## config.mk

```make
export PLATFORM = sky130hd
export DESIGN_NAME = alu_result_display
export DESIGN_NICKNAME = d
export VERILOG_FILES = /design/src/rtl/alu_disp_pkg.sv /design/src/rtl/alu_result_display_bin2bcd_seq.sv /design/src/rtl/alu_result_display.sv
export SDC_FILE = /design/constraint.sdc
export NUM_CORES = 1
export LEC_CHECK = 0
export CORE_MARGIN = 1
export CORE_UTILIZATION = 47
export DETAILED_ROUTE_END_ITERATION = 8
export HOLD_SLACK_MARGIN = 0.12
export PLACE_DENSITY = 0.69
export SLEW_MARGIN = 30
export SYNTH_ARGS = -nofsm -noshare
export SYNTH_HDL_FRONTEND = slang
export SYNTH_SLANG_ARGS = --single-unit
```

## constraint.sdc

```tcl
create_clock -name clk -period 1.8 [get_ports clk]
set_input_delay 0.36 -clock clk [delete_from_list [all_inputs] [get_ports clk]]
set_output_delay 0.36 -clock clk [all_outputs]
set_load 0.03 [all_outputs]
```

## src/rtl/alu_disp_pkg.sv

```systemverilog
// Shared types and constants for the ALU result display: FSM states and 7-segment codes.
// Segment codes are active-low, ordered {g,f,e,d,c,b,a}.
package alu_disp_pkg;

    typedef enum logic [1:0] {
        ST_IDLE  = 2'd0,
        ST_SHIFT = 2'd1,
        ST_DONE  = 2'd2
    } state_t;

    localparam logic [6:0] SEG_BLANK = 7'b1111111;
    localparam logic [6:0] SEG_MINUS = 7'b0111111;
    localparam logic [2:0] LAST_SHIFT = 3'd7;

    function automatic logic [6:0] seg_digit(input logic [3:0] d);
        logic [6:0] s;
        case (d)
            4'd0:    s = 7'b1000000;
            4'd1:    s = 7'b1111001;
            4'd2:    s = 7'b0100100;
            4'd3:    s = 7'b0110000;
            4'd4:    s = 7'b0011001;
            4'd5:    s = 7'b0010010;
            4'd6:    s = 7'b0000010;
            4'd7:    s = 7'b1111000;
            4'd8:    s = 7'b0000000;
            4'd9:    s = 7'b0010000;
            default: s = SEG_BLANK;
        endcase
        return s;
    endfunction

endpackage

```

## src/rtl/alu_result_display_bin2bcd_seq.sv

```systemverilog
// Sequential 8-bit binary to 3-digit BCD converter (double-dabble, one bit per cycle).
// Latency 8 cycles in SHIFT; start is ignored while busy, no queueing.
module bin2bcd_seq
    import alu_disp_pkg::*;
(
    input  logic        clk,
    input  logic        rst_n,
    input  logic        start,
    input  logic [7:0]  bin,
    input  logic        neg_in,
    output logic        busy,
    output logic        done,
    output logic        load,
    output logic [11:0] bcd,
    output logic        neg
);

    state_t      state;
    state_t      state_nxt;
    logic [19:0] sr;
    logic [19:0] adj;
    logic [19:0] step;
    logic [2:0]  cnt;
    logic        accept;

    // One double-dabble step: correct each BCD nibble, then shift.
    always_comb begin
        adj = sr;
        for (int i = 0; i < 3; i++) begin
            if (sr[8+4*i +: 4] >= 4'd5) begin
                adj[8+4*i +: 4] = sr[8+4*i +: 4] + 4'd3;
            end
        end
        step = {adj[18:0], 1'b0};
    end

    // bcd is the post-step value so the top can capture it on the edge entering DONE.
    assign bcd = step[19:8];

    always_ff @(posedge clk or negedge rst_n) begin
        if (!rst_n) begin
            state <= ST_IDLE;
        end else begin
            state <= state_nxt;
        end
    end

    always_comb begin
        state_nxt = state;
        busy      = 1'b0;
        done      = 1'b0;
        load      = 1'b0;
        accept    = 1'b0;
        case (state)
            ST_IDLE: begin
                if (start) begin
                    accept    = 1'b1;
                    state_nxt = ST_SHIFT;
                end
            end
            ST_SHIFT: begin
                busy = 1'b1;
                if (cnt == LAST_SHIFT) begin
                    load      = 1'b1;
                    state_nxt = ST_DONE;
                end
            end
            ST_DONE: begin
                done = 1'b1;
                if (start) begin
                    accept    = 1'b1;
                    state_nxt = ST_SHIFT;
                end else begin
                    state_nxt = ST_IDLE;
                end
            end
            default: state_nxt = ST_IDLE;
        endcase
    end

    always_ff @(posedge clk or negedge rst_n) begin
        if (!rst_n) begin
            sr  <= '0;
            cnt <= '0;
            neg <= 1'b0;
        end else if (accept) begin
            sr  <= {12'd0, bin};
            cnt <= '0;
            neg <= neg_in && (bin != 8'd0);
        end else if (state == ST_SHIFT) begin
            sr  <= step;
            cnt <= cnt + 3'd1;
        end
    end

endmodule

```

## src/rtl/alu_result_display.sv

```systemverilog
// Signed ALU result to 4-digit multiplexed 7-segment display with leading-zero blanking.
// New digits appear 8 cycles after res_valid; strobes during a conversion are dropped.
module alu_result_display
    import alu_disp_pkg::*;
#(
    parameter int REFRESH_DIV = 100000,
    parameter int BLANK_LZ    = 1
) (
    input  logic       clk,
    input  logic       rst_n,
    input  logic [7:0] opc,
    input  logic       signc,
    input  logic       res_valid,
    output logic       busy,
    output logic       done,
    output logic [3:0] an,
    output logic [6:0] seg,
    output logic       dp
);

    localparam int CW = (REFRESH_DIV > 1) ? $clog2(REFRESH_DIV) : 1;

    logic          load;
    logic [11:0]   bcd;
    logic          neg;
    logic [3:0]    hund;
    logic [3:0]    tens;
    logic [3:0]    ones;
    logic          sign_show;
    logic [CW-1:0] refresh_cnt;
    logic [1:0]    digit_idx;
    logic [3:0]    an_nxt;
    logic [6:0]    seg_nxt;
    logic          blank_lz;

    assign blank_lz = (BLANK_LZ != 0);
    assign dp       = 1'b1;

    bin2bcd_seq u_conv (
        .clk    (clk),
        .rst_n  (rst_n),
        .start  (res_valid),
        .bin    (opc),
        .neg_in (signc),
        .busy   (busy),
        .done   (done),
        .load   (load),
        .bcd    (bcd),
        .neg    (neg)
    );

    // Digits only ever change on the conversion-complete edge.
    always_ff @(posedge clk or negedge rst_n) begin
        if (!rst_n) begin
            hund      <= '0;
            tens      <= '0;
            ones      <= '0;
            sign_show <= 1'b0;
        end else if (load) begin
            hund      <= bcd[11:8];
            tens      <= bcd[7:4];
            ones      <= bcd[3:0];
            sign_show <= neg;
        end
    end

    always_ff @(posedge clk or negedge rst_n) begin
        if (!rst_n) begin
            refresh_cnt <= '0;
            digit_idx   <= '0;
        end else if (refresh_cnt == CW'(REFRESH_DIV - 1)) begin
            refresh_cnt <= '0;
            digit_idx   <= digit_idx + 2'd1;
        end else begin
            refresh_cnt <= refresh_cnt + CW'(1);
        end
    end

    always_comb begin
        an_nxt  = 4'b1110;
        seg_nxt = SEG_BLANK;
        case (digit_idx)
            2'd0: begin
                an_nxt  = 4'b1110;
                seg_nxt = seg_digit(ones);
            end
            2'd1: begin
                an_nxt  = 4'b1101;
                seg_nxt = (blank_lz && hund == 4'd0 && tens == 4'd0) ? SEG_BLANK : seg_digit(tens);
            end
            2'd2: begin
                an_nxt  = 4'b1011;
                seg_nxt = (blank_lz && hund == 4'd0) ? SEG_BLANK : seg_digit(hund);
            end
            default: begin
                an_nxt  = 4'b0111;
                seg_nxt = sign_show ? SEG_MINUS : SEG_BLANK;
            end
        endcase
    end

    always_ff @(posedge clk or negedge rst_n) begin
        if (!rst_n) begin
            an  <= 4'b1111;
            seg <= SEG_BLANK;
        end else begin
            an  <= an_nxt;
            seg <= seg_nxt;
        end
    end

endmodule

```

==> reports/summary.md, run 1 <==
Floorplanning
- floorplan die area: 8340 um2
- CORE AREA: 7730 um2
- width of the chip: 91.4 um
- Row Count: 32
- starting utilization of the core area: 48.6%
- I/O Pins: 26
- Die Ht: 91.4 um

Pwr
- leakage: 2.06 nW
- Total Power Consumption: 7.52 mW
- cell area power density: 1640 nW/um2
- Peak supply drop: 924 uV

Worst setup path
- Max Fanout on Critical Path: 2
- startpoint type of the worst setup path: register
- crit-path max cell delay: 0.53 ns
- combined buffer and inverter count along the critical path: 0
- crit path cell chain: or4_1 > nor4b_2 > and3_1 > mux2_4
- arrival time of data at the critical path endpoint: 2.05 ns
- Crit Path Class: register to register
- master of the slowest instance on the critical path: sky130_fd_sc_hd__or4_1
- type of element capturing the critical path: register
- R2R setup slack: 0.0003 ns
- cell class contributing the biggest share of worst-path delay: simple AND/OR/NAND/NOR gates
- critical path required time: 2.05 ns

STA
- Max Clock Freq: 556 MHz
- min Tclk post-route: 1.80 ns
- final-layout worst hold slack: 0.456 ns
- Sum Neg Setup Slack: 0 ns
- final clock skew: 0.0141 ns
- actual slew at the worst max-slew pin: 0.486 ns
- Hold Fails Final Rpt: 0
- remaining max-slew budget at the tightest pin: 67.2%
- share of the cycle needed by the critical path after routing: 100%
- Setup-failing EPs final: 0
- crit path setup slack, layout: 0.000334 ns
- RSZ-0062 raised after global routing: yes
- max-slew violation count: 0

Logic synthesis
- Mapped Nets: 428
- number of standard cells after synthesis: 384
- FF+latch count, synth: 69
- prevailing post-synth register cell: sky130_fd_sc_hd__dfrtp_1
- Avg Synthesized Cell Area: 9.77 um2
- number of warnings printed during yosys synthesis: 0
- share of synthesized area occupied by flip-flops and latches: 46.4%
- EDFF count, synth: 0
- fraction of registers with async set or reset after synthesis: 100%
- Post-Synthesis Cell Area: 3750 um2
- synth unique cells: 49

Drt
- Vias: 2891
- Total Wirelength: 7640 um
- DR WL/cell: 14.2 um
- number of DRC violations after detailed-routing iteration 0: 135
- Post-route DRC: 0
- length of the first detailed-routing pass in iterations: 4
- post-detailed-route via-to-cell ratio: 5.38
- number of nets still failing antenna checks after routing: 0

Min path
- worst min-delay path category: register to register

Finish
- fill count: 664
- share of post-route cells with drive strength above 1: 16.6%
- final core utilization: 59.3%
- signed area change from the synthesized netlist to the final layout: 22.0%
- post-route standard cell area excluding fillers: 4580 um2
- Inserted Diodes: 0
- number of nets in the layout: 474
- number of standard cells in the layout, taps in and fillers out: 537

Placed design
- pre-CTS setup slack: 0.0318 ns
- global placer's final weighted congestion: 0.870
- HPWL reported at the end of detailed placement: 5190 um
- input/output buffers: 24
- total cell area at the placement stage: 4260 um2
- total placed cells including tap cells: 519

GRT
- vias in the first global route: 2849
- largest net degree at the start of global routing: 70
- gr usage total: 20.3%
- first-pass GRT wire length: 13100 um
- Remaining Overflow, GRT: 0
- antenna violations before repair: 0

Clocking
- Clock Latency Late Sink: 0.36 ns
- root buffer cell: sky130_fd_sc_hd__clkbuf_8
- buffer depth of the longest clock path: 2
- clock edge transition at the registers on the reported setup and hold paths: 0.08 ns
- TritonCTS clock tree: yes
- depth of the CTS H-tree: 3
- TritonCTS Buffers: 9
- total clock sinks: 69

Outcome
- run status: finished, final reports clean

Job
- max-cap viol count: 0

## worst paths after layout
check / endpoint / cells after the start / startpoint
worst max-delay path: digit_idx[1] / 4 / refresh_cnt[11]
worst min-delay path: seg[6] / 1 / sign_show
worst max register to register: digit_idx[1] / 4 / refresh_cnt[11]
worst min register to register: seg[6] / 1 / sign_show
max in group asynchronous: seg[4] / 3 / rst_n
min in group asynchronous: hund[1] / 3 / rst_n
## power by group
group	internal [mW]	switching, mW
clock network	1.07	0.647
registers	2.09	0.344
logic	1.46	1.90
## per-layer routing
metal	vias up	track usage, %	share of wire, %
met4	0	10.1	2.9
met1	1376	25.8	46
met3	21	4.69	3.5
met5	-	0	0
li1	1426	-	-
met2	68	32.5	48
## cell type report
class	instances	area, um2	area share [%]
Timing Repair Buffer	51	449	9.81
Clock inverter	7	145	3.17
Tap cell	102	128	2.79
Sequential cell	69	1740	38.0
Clock buffer	9	124	2.70
Inverter	27	101	2.21
Multi-Input combinational cell	272	1890	41.3
## cells in the mapped netlist, drive strengths merged (4+ instances only)
cell type | number | share of area [%]
nand3 | 9 | 1.2
nand2b | 9 | 1.5
nand2 | 49 | 4.9
xnor2 | 16 | 3.7
nor2b | 7 | 1.2
dfrtp | 58 | 39
inv | 26 | 2.6
nand4 | 8 | 1.3
a22oi | 7 | 1.4
o221ai | 4 | 0.93
a21oi | 14 | 1.9
nor3 | 8 | 1.1
a22o | 6 | 1.4
nor3b | 5 | 1.0
ha | 32 | 11
mux2 | 6 | 1.8
nor2 | 19 | 1.9
o21ai | 34 | 4.5
dfstp | 11 | 7.7
clkbuf | 13 | 1.3
## sequential cells by signal, indices dropped and copies added, names as in the netlist
register	count
u_conv.sr	20
sign_show	1
u_conv.cnt	3
tens	4
seg	7
hund	4
digit_idx	2
refresh_cnt	17
u_conv.state	2
ones	4
u_conv.neg	1
an	4
## what timing repair did
item	in CTS	in global routing
setup endpoints to repair	13	18
hold buffers	1	0
endpoints found under the hold margin	58	0
setup buffers	0	1
resized for setup	13	14
pin swaps	0	4
## kinds of logic (layout without fill, tap and decap cells)
group                    after synthesis  after routing  synth area share [%]
buffers and inverters                 43             94                  4.63
multiplexers                           8              8                  2.33
AND/OR/NAND/NOR                      126            126                  16.6
AO/OA/AOI/OAI                         86             86                  14.9
adder cells (fa/ha/maj)               32             32                  10.7
XOR/XNOR                              19             19                  4.43
other                                  1              1                0.0999
flip-flops                            69             69                  46.4
## layout by cell type, fill, tap and decap left out, types with 3 or more instances in the layout
cell	instances
sky130_fd_sc_hd__a21oi_1	12
sky130_fd_sc_hd__dfrtp_1	58
sky130_fd_sc_hd__nand2b_1	9
sky130_fd_sc_hd__xor2_1	3
sky130_fd_sc_hd__a22oi_1	7
sky130_fd_sc_hd__clkdlybuf4s50_1	10
sky130_fd_sc_hd__buf_4	24
sky130_fd_sc_hd__nand2_1	49
sky130_fd_sc_hd__nand4_1	8
sky130_fd_sc_hd__and3_1	3
sky130_fd_sc_hd__o211ai_1	3
sky130_fd_sc_hd__nand3_1	9
sky130_fd_sc_hd__nor2_1	19
sky130_fd_sc_hd__a22o_1	6
sky130_fd_sc_hd__dfstp_2	11
sky130_fd_sc_hd__inv_1	24
sky130_fd_sc_hd__bufinv_16	4
sky130_fd_sc_hd__nor3_1	8
sky130_fd_sc_hd__nor2b_1	7
sky130_fd_sc_hd__nor3b_1	5
sky130_fd_sc_hd__mux2_2	5
sky130_fd_sc_hd__dlygate4sd2_1	13
sky130_fd_sc_hd__ha_1	30
sky130_fd_sc_hd__o221ai_1	4
sky130_fd_sc_hd__xnor2_1	16
sky130_fd_sc_hd__o21ai_0	32
sky130_fd_sc_hd__clkbuf_8	9
Power figures use the tool's default switching activity.
==> run 2: changes to the inputs <==
- PLACE_DENSITY: 0.69 -> 0.66
- clock period: 1.8 -> 1.7 ns (I/O delays scaled with it)
==> run 2 against run 1 <==
The run now ends with setup timing left; first-iteration DRC count rose by 7.4%; sequential cell count did not move; register-to-register slack got worse by 0.06 ns; non-clock buffer count rose by 14.
==> reports/summary.md, run 2 (synthesized netlist as in run 1, its figures left out) <==
Outcome
- run status: finished with violations
- violated checks: setup timing

Min path
- worst min-delay path category: register to register
- Hold Path Origin: sign_show

GRT
- Remaining Overflow, GRT: 0
- first-pass GRT wire length: 13400 um
- vias in the first global route: 2922
- antenna violations before repair: 0
- gr usage total: 20.4%
- largest net degree at the start of global routing: 70

Finish
- commonest non-fill, non-tap cell in the layout: sky130_fd_sc_hd__dfrtp_1
- final core utilization: 60.1%
- share of post-route cells with drive strength above 1: 20.3%
- registers with the most flip-flops: u_conv.sr (20), refresh_cnt (17), seg (7)
- commonest cells after routing, fill and taps aside: sky130_fd_sc_hd__dfrtp_1 (58), sky130_fd_sc_hd__nand2_1 (49), sky130_fd_sc_hd__buf_4 (38)
- fill count: 661
- number of nets in the layout: 488
- Largest register FFs: 20
- Inserted Diodes: 0
- Biggest register: u_conv.sr
- signed area change from the synthesized netlist to the final layout: 23.7%

Drt
- number of DRC violations after detailed-routing iteration 0: 145
- DR WL/cell: 14.0 um
- number of nets still failing antenna checks after routing: 0
- length of the first detailed-routing pass in iterations: 4
- post-detailed-route via-to-cell ratio: 5.35
- Total Wirelength: 7700 um
- Post-route DRC: 0
- Vias: 2941

Worst setup path
- FF-to-FF Start: refresh_cnt[11]
- cell class contributing the biggest share of worst-path delay: simple AND/OR/NAND/NOR gates
- critical path required time: 1.92 ns
- crit-path max cell delay: 0.53 ns
- startpoint type of the worst setup path: register
- Max Fanout on Critical Path: 2
- launch point of the critical path: refresh_cnt[11]
- type of element capturing the critical path: register
- arrival time of data at the critical path endpoint: 1.98 ns
- Crit Path Class: register to register
- master of the slowest instance on the critical path: sky130_fd_sc_hd__or4_4
- crit path cell chain: or4_4 > nor4b_2 > and3_4 > mux2_4
- combined buffer and inverter count along the critical path: 0

Floorplanning
- Row Count: 32
- I/O Pins: 26
- starting utilization of the core area: 48.6%
- floorplan die area: 8340 um2
- CORE AREA: 7730 um2
- Die Ht: 91.4 um
- width of the chip: 91.4 um

Placed design
- global placer's final weighted congestion: 0.869
- input/output buffers: 24
- pre-CTS setup slack: -0.0555 ns
- HPWL reported at the end of detailed placement: 5420 um

STA
- max-slew violation count: 0
- RSZ-0062 raised after global routing: yes
- crit path setup slack, layout: -0.0602 ns
- Sum Neg Setup Slack: -0.0602 ns
- share of the cycle needed by the critical path after routing: 104%
- min Tclk post-route: 1.76 ns
- Setup-failing EPs final: 1
- final clock skew: 0.0109 ns
- Hold Fails Final Rpt: 0
- Max Clock Freq: 568 MHz

Clocking
- buffer depth of the longest clock path: 2
- depth of the CTS H-tree: 3
- TritonCTS clock tree: yes
- root buffer cell: sky130_fd_sc_hd__clkbuf_8
- total clock sinks: 69
- clock edge transition at the registers on the reported setup and hold paths: 0.08 ns
- TritonCTS Buffers: 9
- Clock Latency Late Sink: 0.34 ns

Job
- max-cap viol count: 0

Pwr
- Peak supply drop: 822 uV
- cell area power density: 1680 nW/um2
- Total Power Consumption: 7.82 mW
- leakage: 2.11 nW

## run 2: cell count changes in the layout (fill, tap and decap cells not counted), sizes merged
cell         delta
clkbuf          +3
bufinv          -2
dlygate4sd2     -1
inv             -2
clkinv          +1
buf            +14
## run 2: worst paths after layout
check | slack [ns] | endpoint | cells after the start
worst min register to register | 0.47 | seg[6] | 1
min in group asynchronous | 0.54 | refresh_cnt[6] | 3
max in group asynchronous | 0.84 | an[2] | 3
worst max register to register | -0.06 | digit_idx[1] | 4
worst min-delay path | 0.47 | seg[6] | 1
worst max-delay path | -0.06 | digit_idx[1] | 4
## run 2: area by class of cell
cell class | instances | area (um2) | share of cell area [%]
clock buffer | 11 | 141 | 3.05
tap | 102 | 128 | 2.75
inverter | 27 | 101 | 2.18
timing repair buffer | 65 | 542 | 11.7
clock inverter | 4 | 72.6 | 1.56
multi-input combinational | 272 | 1920 | 41.3
sequential | 69 | 1740 | 37.5
## run 2: worst reg2reg max path: stages, from the launching register on
cell and delay, ns:
sky130_fd_sc_hd__dfrtp_1 0.38, sky130_fd_sc_hd__or4_4 0.53, sky130_fd_sc_hd__nor4b_2 0.21, sky130_fd_sc_hd__and3_4 0.22, sky130_fd_sc_hd__mux2_4 0.29
## run 2: what timing repair did
| item | CTS | global route |
|---|---|---|
| buffers inserted | 1 | 2 |
| resized for setup | 17 | 20 |
| hold buffers | 1 | 0 |
| endpoints found under the hold margin | 58 | 0 |
| setup endpoints to repair | 17 | 22 |
| cloned | 0 | 0 |
| pin swaps | 1 | 7 |
## run 2: routing by layer
metal / share of wire, % / wire [um] / track usage [%]
met5: 0 / 0 / 0
met4: 3.3 / 252 / 10.2
met3: 3.6 / 275 / 3.94
met2: 47 / 3620 / 32.4
met1: 46 / 3540 / 26.6
## run 2: per-stage QoR
stage,area (um2),std cells,hold slack (ns)
after floorplan,3760,384,0.0444
after global placement,4340,531,0.394
after detailed placement,4340,531,0.395
after CTS,4580,548,0.471
after global routing,4640,550,0.501
final,4640,550,0.465
## run 2: power by group
part           leakage (nW)  switching, mW  internal, mW  total [mW]
clock                 0.105          0.596         0.856        1.45
sequential            0.854          0.364          2.22        2.58
combinational          1.15           2.08          1.70        3.78
==> run 3: changes to the inputs <==
- PLACE_DENSITY: 0.66 -> 0.69
- clock period: 1.7 -> 1.6 ns (I/O delays scaled with it)
==> run 3 against run 2 <==
The run still ends with setup timing left; register-to-register slack got worse by 0.11 ns; utilization rose by 2.2 points; highest routed layer unchanged; clock power rose by 20%; fmax fell by 0.46%; largest cell class unchanged; sequential cell count did not move; worst setup slack got worse by 0.11 ns; via count rose by 1.6%.
==> reports/summary.md, run 3 (synthesized netlist as in run 1, its figures left out) <==
Min path
- Hold Path Origin: sign_show
- worst min-delay path category: register to register

Worst setup path
- Max Fanout on Critical Path: 2
- master of the slowest instance on the critical path: sky130_fd_sc_hd__or4_4
- critical path required time: 1.83 ns
- type of element capturing the critical path: register
- combined buffer and inverter count along the critical path: 0
- startpoint type of the worst setup path: register
- Crit Path Class: register to register
- crit-path max cell delay: 0.55 ns
- launch point of the critical path: refresh_cnt[11]
- cell class contributing the biggest share of worst-path delay: simple AND/OR/NAND/NOR gates
- arrival time of data at the critical path endpoint: 2.00 ns
- FF-to-FF Start: refresh_cnt[11]
- crit path cell chain: or4_4 > nor4b_4 > and3_4 > mux2_4

Drt
- number of DRC violations after detailed-routing iteration 0: 170
- DR WL/cell: 13.9 um
- post-detailed-route via-to-cell ratio: 5.36
- number of nets still failing antenna checks after routing: 0
- met2 wire length: 3670 um
- length of the first detailed-routing pass in iterations: 4
- Total Wirelength: 7750 um
- met3 WL post-DR: 303 um
- Vias: 2989
- top layer in use: met4
- Post-Route M1 WL: 3600 um
- Post-route DRC: 0

STA
- Hold Fails Final Rpt: 0
- remaining max-slew budget at the tightest pin: 63.1%
- actual slew at the worst max-slew pin: 0.554 ns
- final-layout worst hold slack: 0.457 ns
- Sum Neg Setup Slack: -0.902 ns
- RSZ-0062 raised after global routing: yes
- min Tclk post-route: 1.77 ns
- Setup-failing EPs final: 13
- max-slew violation count: 0
- Max Clock Freq: 566 MHz
- crit path setup slack, layout: -0.168 ns
- final clock skew: 0.00871 ns
- share of the cycle needed by the critical path after routing: 111%

Finish
- fill count: 628
- signed area change from the synthesized netlist to the final layout: 28.3%
- commonest cells after routing, fill and taps aside: sky130_fd_sc_hd__dfrtp_1 (57), sky130_fd_sc_hd__nand2_1 (49), sky130_fd_sc_hd__buf_4 (42)
- post-route standard cell area excluding fillers: 4810 um2
- Largest register FFs: 20
- number of nets in the layout: 495
- commonest non-fill, non-tap cell in the layout: sky130_fd_sc_hd__dfrtp_1
- registers with the most flip-flops: u_conv.sr (20), refresh_cnt (17), seg (7)
- Biggest register: u_conv.sr
- number of standard cells in the layout, taps in and fillers out: 558
- Inserted Diodes: 0
- share of post-route cells with drive strength above 1: 24.1%

Pwr
- leakage: 2.14 nW
- cell area power density: 1820 nW/um2
- Peak supply drop: 1200 uV
- Total Power Consumption: 8.77 mW

Floorplanning
- Die Ht: 91.4 um
- I/O Pins: 26
- CORE AREA: 7730 um2
- floorplan die area: 8340 um2
- starting utilization of the core area: 48.6%
- Row Count: 32
- width of the chip: 91.4 um

Placed design
- global placer's final weighted congestion: 0.869
- HPWL reported at the end of detailed placement: 5500 um
- total placed cells including tap cells: 538
- input/output buffers: 24
- total cell area at the placement stage: 4440 um2

Clocking
- buffer depth of the longest clock path: 2
- depth of the CTS H-tree: 3
- root buffer cell: sky130_fd_sc_hd__clkbuf_8
- TritonCTS Buffers: 9
- total clock sinks: 69
- Clock Latency Late Sink: 0.35 ns
- TritonCTS clock tree: yes
- clock edge transition at the registers on the reported setup and hold paths: 0.08 ns

GRT
- largest net degree at the start of global routing: 26
- gr usage total: 20.7%
- Remaining Overflow, GRT: 0
- first-pass GRT wire length: 13500 um
- antenna violations before repair: 0
- vias in the first global route: 2855

Job
- max-cap viol count: 0

Outcome
- run status: finished with violations
- violated checks: setup timing

-- run 3: worst register-to-register path, cell delays in order (launching register included) --
cell	delay, ns
sky130_fd_sc_hd__dfrtp_1	0.38
sky130_fd_sc_hd__or4_4	0.55
sky130_fd_sc_hd__nor4b_4	0.21
sky130_fd_sc_hd__and3_4	0.23
sky130_fd_sc_hd__mux2_4	0.29
-- run 3: stage by stage --
stage	worst slack, ns	utilization [%]
6_report	-0.168	62.3
5_1_grt	-0.209	62.3
4_1_cts	-0.168	61.3
3_5_place_dp	-0.195	57.4
3_3_place_gp	-0.152	57.4
2_1_floorplan	-0.164	-
-- run 3: what timing repair did --
action / CTS / global route
hold endpoints to repair: 19 / 0
pin swaps: 9 / 6
hold buffers: 1 / 0
setup endpoints to repair: 31 / 34
resized for setup: 26 / 30
buffers inserted: 2 / 1
-- run 3: final timing paths --
path | endpoint | slack (ns) | cells past startpoint
min in group asynchronous | hund[1] | 0.50 | 2
max in group asynchronous | seg[2] | 0.49 | 3
hold reg to reg | seg[6] | 0.46 | 1
hold / removal | seg[6] | 0.46 | 1
setup / recovery | digit_idx[1] | -0.17 | 4
setup reg to reg | digit_idx[1] | -0.17 | 4
-- run 3: layout make-up --
cell class,count,area [um2],area share (%)
Multi-Input combinational cell,272,1970,40.9
Sequential cell,69,1740,36.2
Timing Repair Buffer,72,628,13.0
Tap cell,102,128,2.65
Clock buffer,9,124,2.57
Clock inverter,7,123,2.55
Inverter,27,101,2.11
-- run 3: report_power, final --
group | leakage [nW] | internal, mW | total [mW] | switching, mW
logic | 1.17 | 1.97 | 4.27 | 2.30
registers | 0.853 | 2.36 | 2.76 | 0.401
clock network | 0.116 | 1.04 | 1.74 | 0.696
total | 2.14 | 5.37 | 8.77 | 3.40
-- run 3: metal layers --
metal	global-route usage [%]	vias to the layer above
met3	4.77	19
met4	8.99	0
met5	0	-
li1	-	1471
met1	27.7	1430
met2	32.1	69
==> variant: new RTL, config.mk and constraints of run 1 <==
Register the output `seg` once more, cleared by the reset; this adds one clock of latency there. The other outputs are not delayed to match.
--- a/src/rtl/alu_result_display.sv
+++ b/src/rtl/alu_result_display.sv
@@ -20,4 +20,6 @@
 
     localparam int CW = (REFRESH_DIV > 1) ? $clog2(REFRESH_DIV) : 1;
+
+    logic [6:0] seg_s0;
 
     logic          load;
@@ -103,8 +105,16 @@
         if (!rst_n) begin
             an  <= 4'b1111;
-            seg <= SEG_BLANK;
+            seg_s0 <= SEG_BLANK;
         end else begin
             an  <= an_nxt;
-            seg <= seg_nxt;
+            seg_s0 <= seg_nxt;
+        end
+    end
+
+    always_ff @(posedge clk or negedge rst_n) begin
+        if (!rst_n) begin
+            seg <= '0;
+        end else begin
+            seg <= seg_s0;
         end
     end
Function: changed (a bounded check fails within 4 cycles, from zero or initial values and one cycle with rst_n low).
==> variant against run 1 <==
- power down 2.7%
- routed wire length down 2.4%
- highest routed layer unchanged
- cell area rose by 2.1%
- final cell count increased by 2.2%
- worst setup slack better by 0.096 ns
- sequential power rose by 11%
- global-route usage is 1.2 points lower
- sequential cell count up 7
- critical path type unchanged
- non-clock buffer count fell by 3
- first-iteration DRC count up 19%
- synthesized area grew 6.2%
==> variant: results (changes against run 1) <==
- Status: finished, final reports clean
- Synth Instances: 396 (+3.1%)
- CP max stage cell: dfrtp_1
- Avg WL per Cell: 13.6 µm (-4.5%)
- NumNets Final: 484 (+2.1%)
- Diode count: 0 (unchanged)
- Fillers: 728 (+9.6%)
- Async S/R FF share, synth: 100% (unchanged)
- Leak: 2.08 nW (+1.1%)
- Top flop regs: u_conv.sr: 20 flops, refresh_cnt: 17 flops
- CTS Root Cell: clkbuf_8
- Number of global-route vias before repair: 2783 (-2.3%)
- GR Util All Layers: 19.1% (-1.2 points)
- Commonest cells post-synth: dfrtp_1 (65), nand2_1 (47), o21ai_0 (37)
- Worst-path clk slew: 0.08 ns (about the same)
- Clock Latency Late Sink: ~0.35 ns
- Drt initial violations: 160 (+19%)
- Htree depth: 3 (unchanged)
- Worst min-delay path category: reg2reg
- Detail Placement HPWL: 5200 µm (+0.13%)
- Top post-synthesis cells by area: dfrtp_1 (41%), ha_1 (10%), dfstp_2 (7.3%)
- Initial antenna violation count: 0 (unchanged)
- Global-route wire length before repair: 13100 µm (unchanged)
- Layout cells sized above 1: 14.0% (-2.6 points)
- Largest net degree at the start of global routing: 77 (+10%)
- Max incr delay on CP: 0.41 ns (-0.12 ns)
- Drt first pass iters: 4 (unchanged)
- GPL Wtd Cong: 0.799 (-8.1%)
- Placed Instances: 531 (+2.3%)
- Clock Path Buffers: 2 (unchanged)
- Worst path arrival time: 1.97 ns (-0.08 ns)
- PortBufs: 24 (unchanged)
- Worst VDD drop: 1.10 mV (+19%)
- Post-Layout Cell Count: 549 (+2.2%)
- Syn Nets: 440 (+2.8%)
- Clk_skew: 0.00636 ns (-0.00770 ns)
- Drt via density: 5.37 (-0.32%)
- Post-synthesis sequential area ratio: 48.1% (+1.7 points)
- Crit path max fanout: 5 (+3)
[variant: what timing repair did]
| item | in CTS | in global routing |
|---|---|---|
| setup buffers | 0 | 2 |
| hold endpoints to repair | 65 | 0 |
| hold buffers | 1 | 0 |
| setup endpoints to repair | 6 | 8 |
| gates cloned | 0 | 0 |
| pin swaps | 0 | 1 |
| gates resized for setup | 6 | 7 |
[variant: layer usage]
layer / wire (µm) / vias to the layer above / part of all wire [%] / GRT usage [%]
met5: 0 / - / 0 / 0
met1: 3670 / 1388 / 49 / 26.2
met2: 3370 / 74 / 45 / 29.5
met4: 140 / 0 / 1.9 / 7.82
met3: 287 / 19 / 3.8 / 3.56
li1: - / 1465 / - / -
[variant: path summary, 6_finish.rpt]
path	start	to	slack, ns	cells past startpoint
worst max-delay path	u_conv.sr[13]	u_conv.sr[14]	0.1	6
worst min-delay path	seg_s0[4]	seg[4]	0.38	0
worst max register to register	u_conv.sr[13]	u_conv.sr[14]	0.1	6
worst min register to register	seg_s0[4]	seg[4]	0.38	0
max in group asynchronous	rst_n	an[0]	0.90	3
min in group asynchronous	rst_n	seg[0]	0.57	3
[variant: cell type report]
type,count,area share (%)
clock buffer,10,2.73
clock inverter,5,1.15
inverter,26,2.09
multi-input combinational,279,41.2
sequential,76,41.0
tap,105,2.81
timing repair buffer,48,9.10
[variant: kinds of logic after synthesis]
family | synth area share [%]
compound gates | 13.3
xor+xnor | 4.40
fa+ha+maj | 10.1
buf+inv | 4.27
flops | 48.1
mux | 1.66
other cells | 0.0941
simple gates | 18.1
[variant: per-stage QoR]
stage          utilization [%]  worst slack [ns]  instance area, µm²  power [mW]
5_1_grt                   56.9          0.000868                4680        7.94
3_3_place_gp              54.2             0.123                4450        5.91
6_report                  56.9            0.0965                4680        7.32
4_1_cts                   56.4            0.0600                4630        7.29
3_5_place_dp              54.2            0.0859                4450        6.04
2_1_floorplan                -            0.0900                3980        4.98
[variant: where the power goes]
| group | switching [mW] | internal (mW) | total [mW] |
|---|---|---|---|
| Combinational | 1.85 | 1.51 | 3.36 |
| Sequential | 0.388 | 2.33 | 2.71 |
| Clock | 0.618 | 0.629 | 1.25 |
[variant: critical path: cells and delay by family (launching register included)]
kind | cells | cell delay [ns]
AOI/OAI and AO/OA | 2 | 0.40
and+or+nand+nor | 1 | 0.09
muxes | 1 | 0.38
adders and majority gates | 1 | 0.24
DFF | 1 | 0.41
buffers and inverters | 1 | 0.11
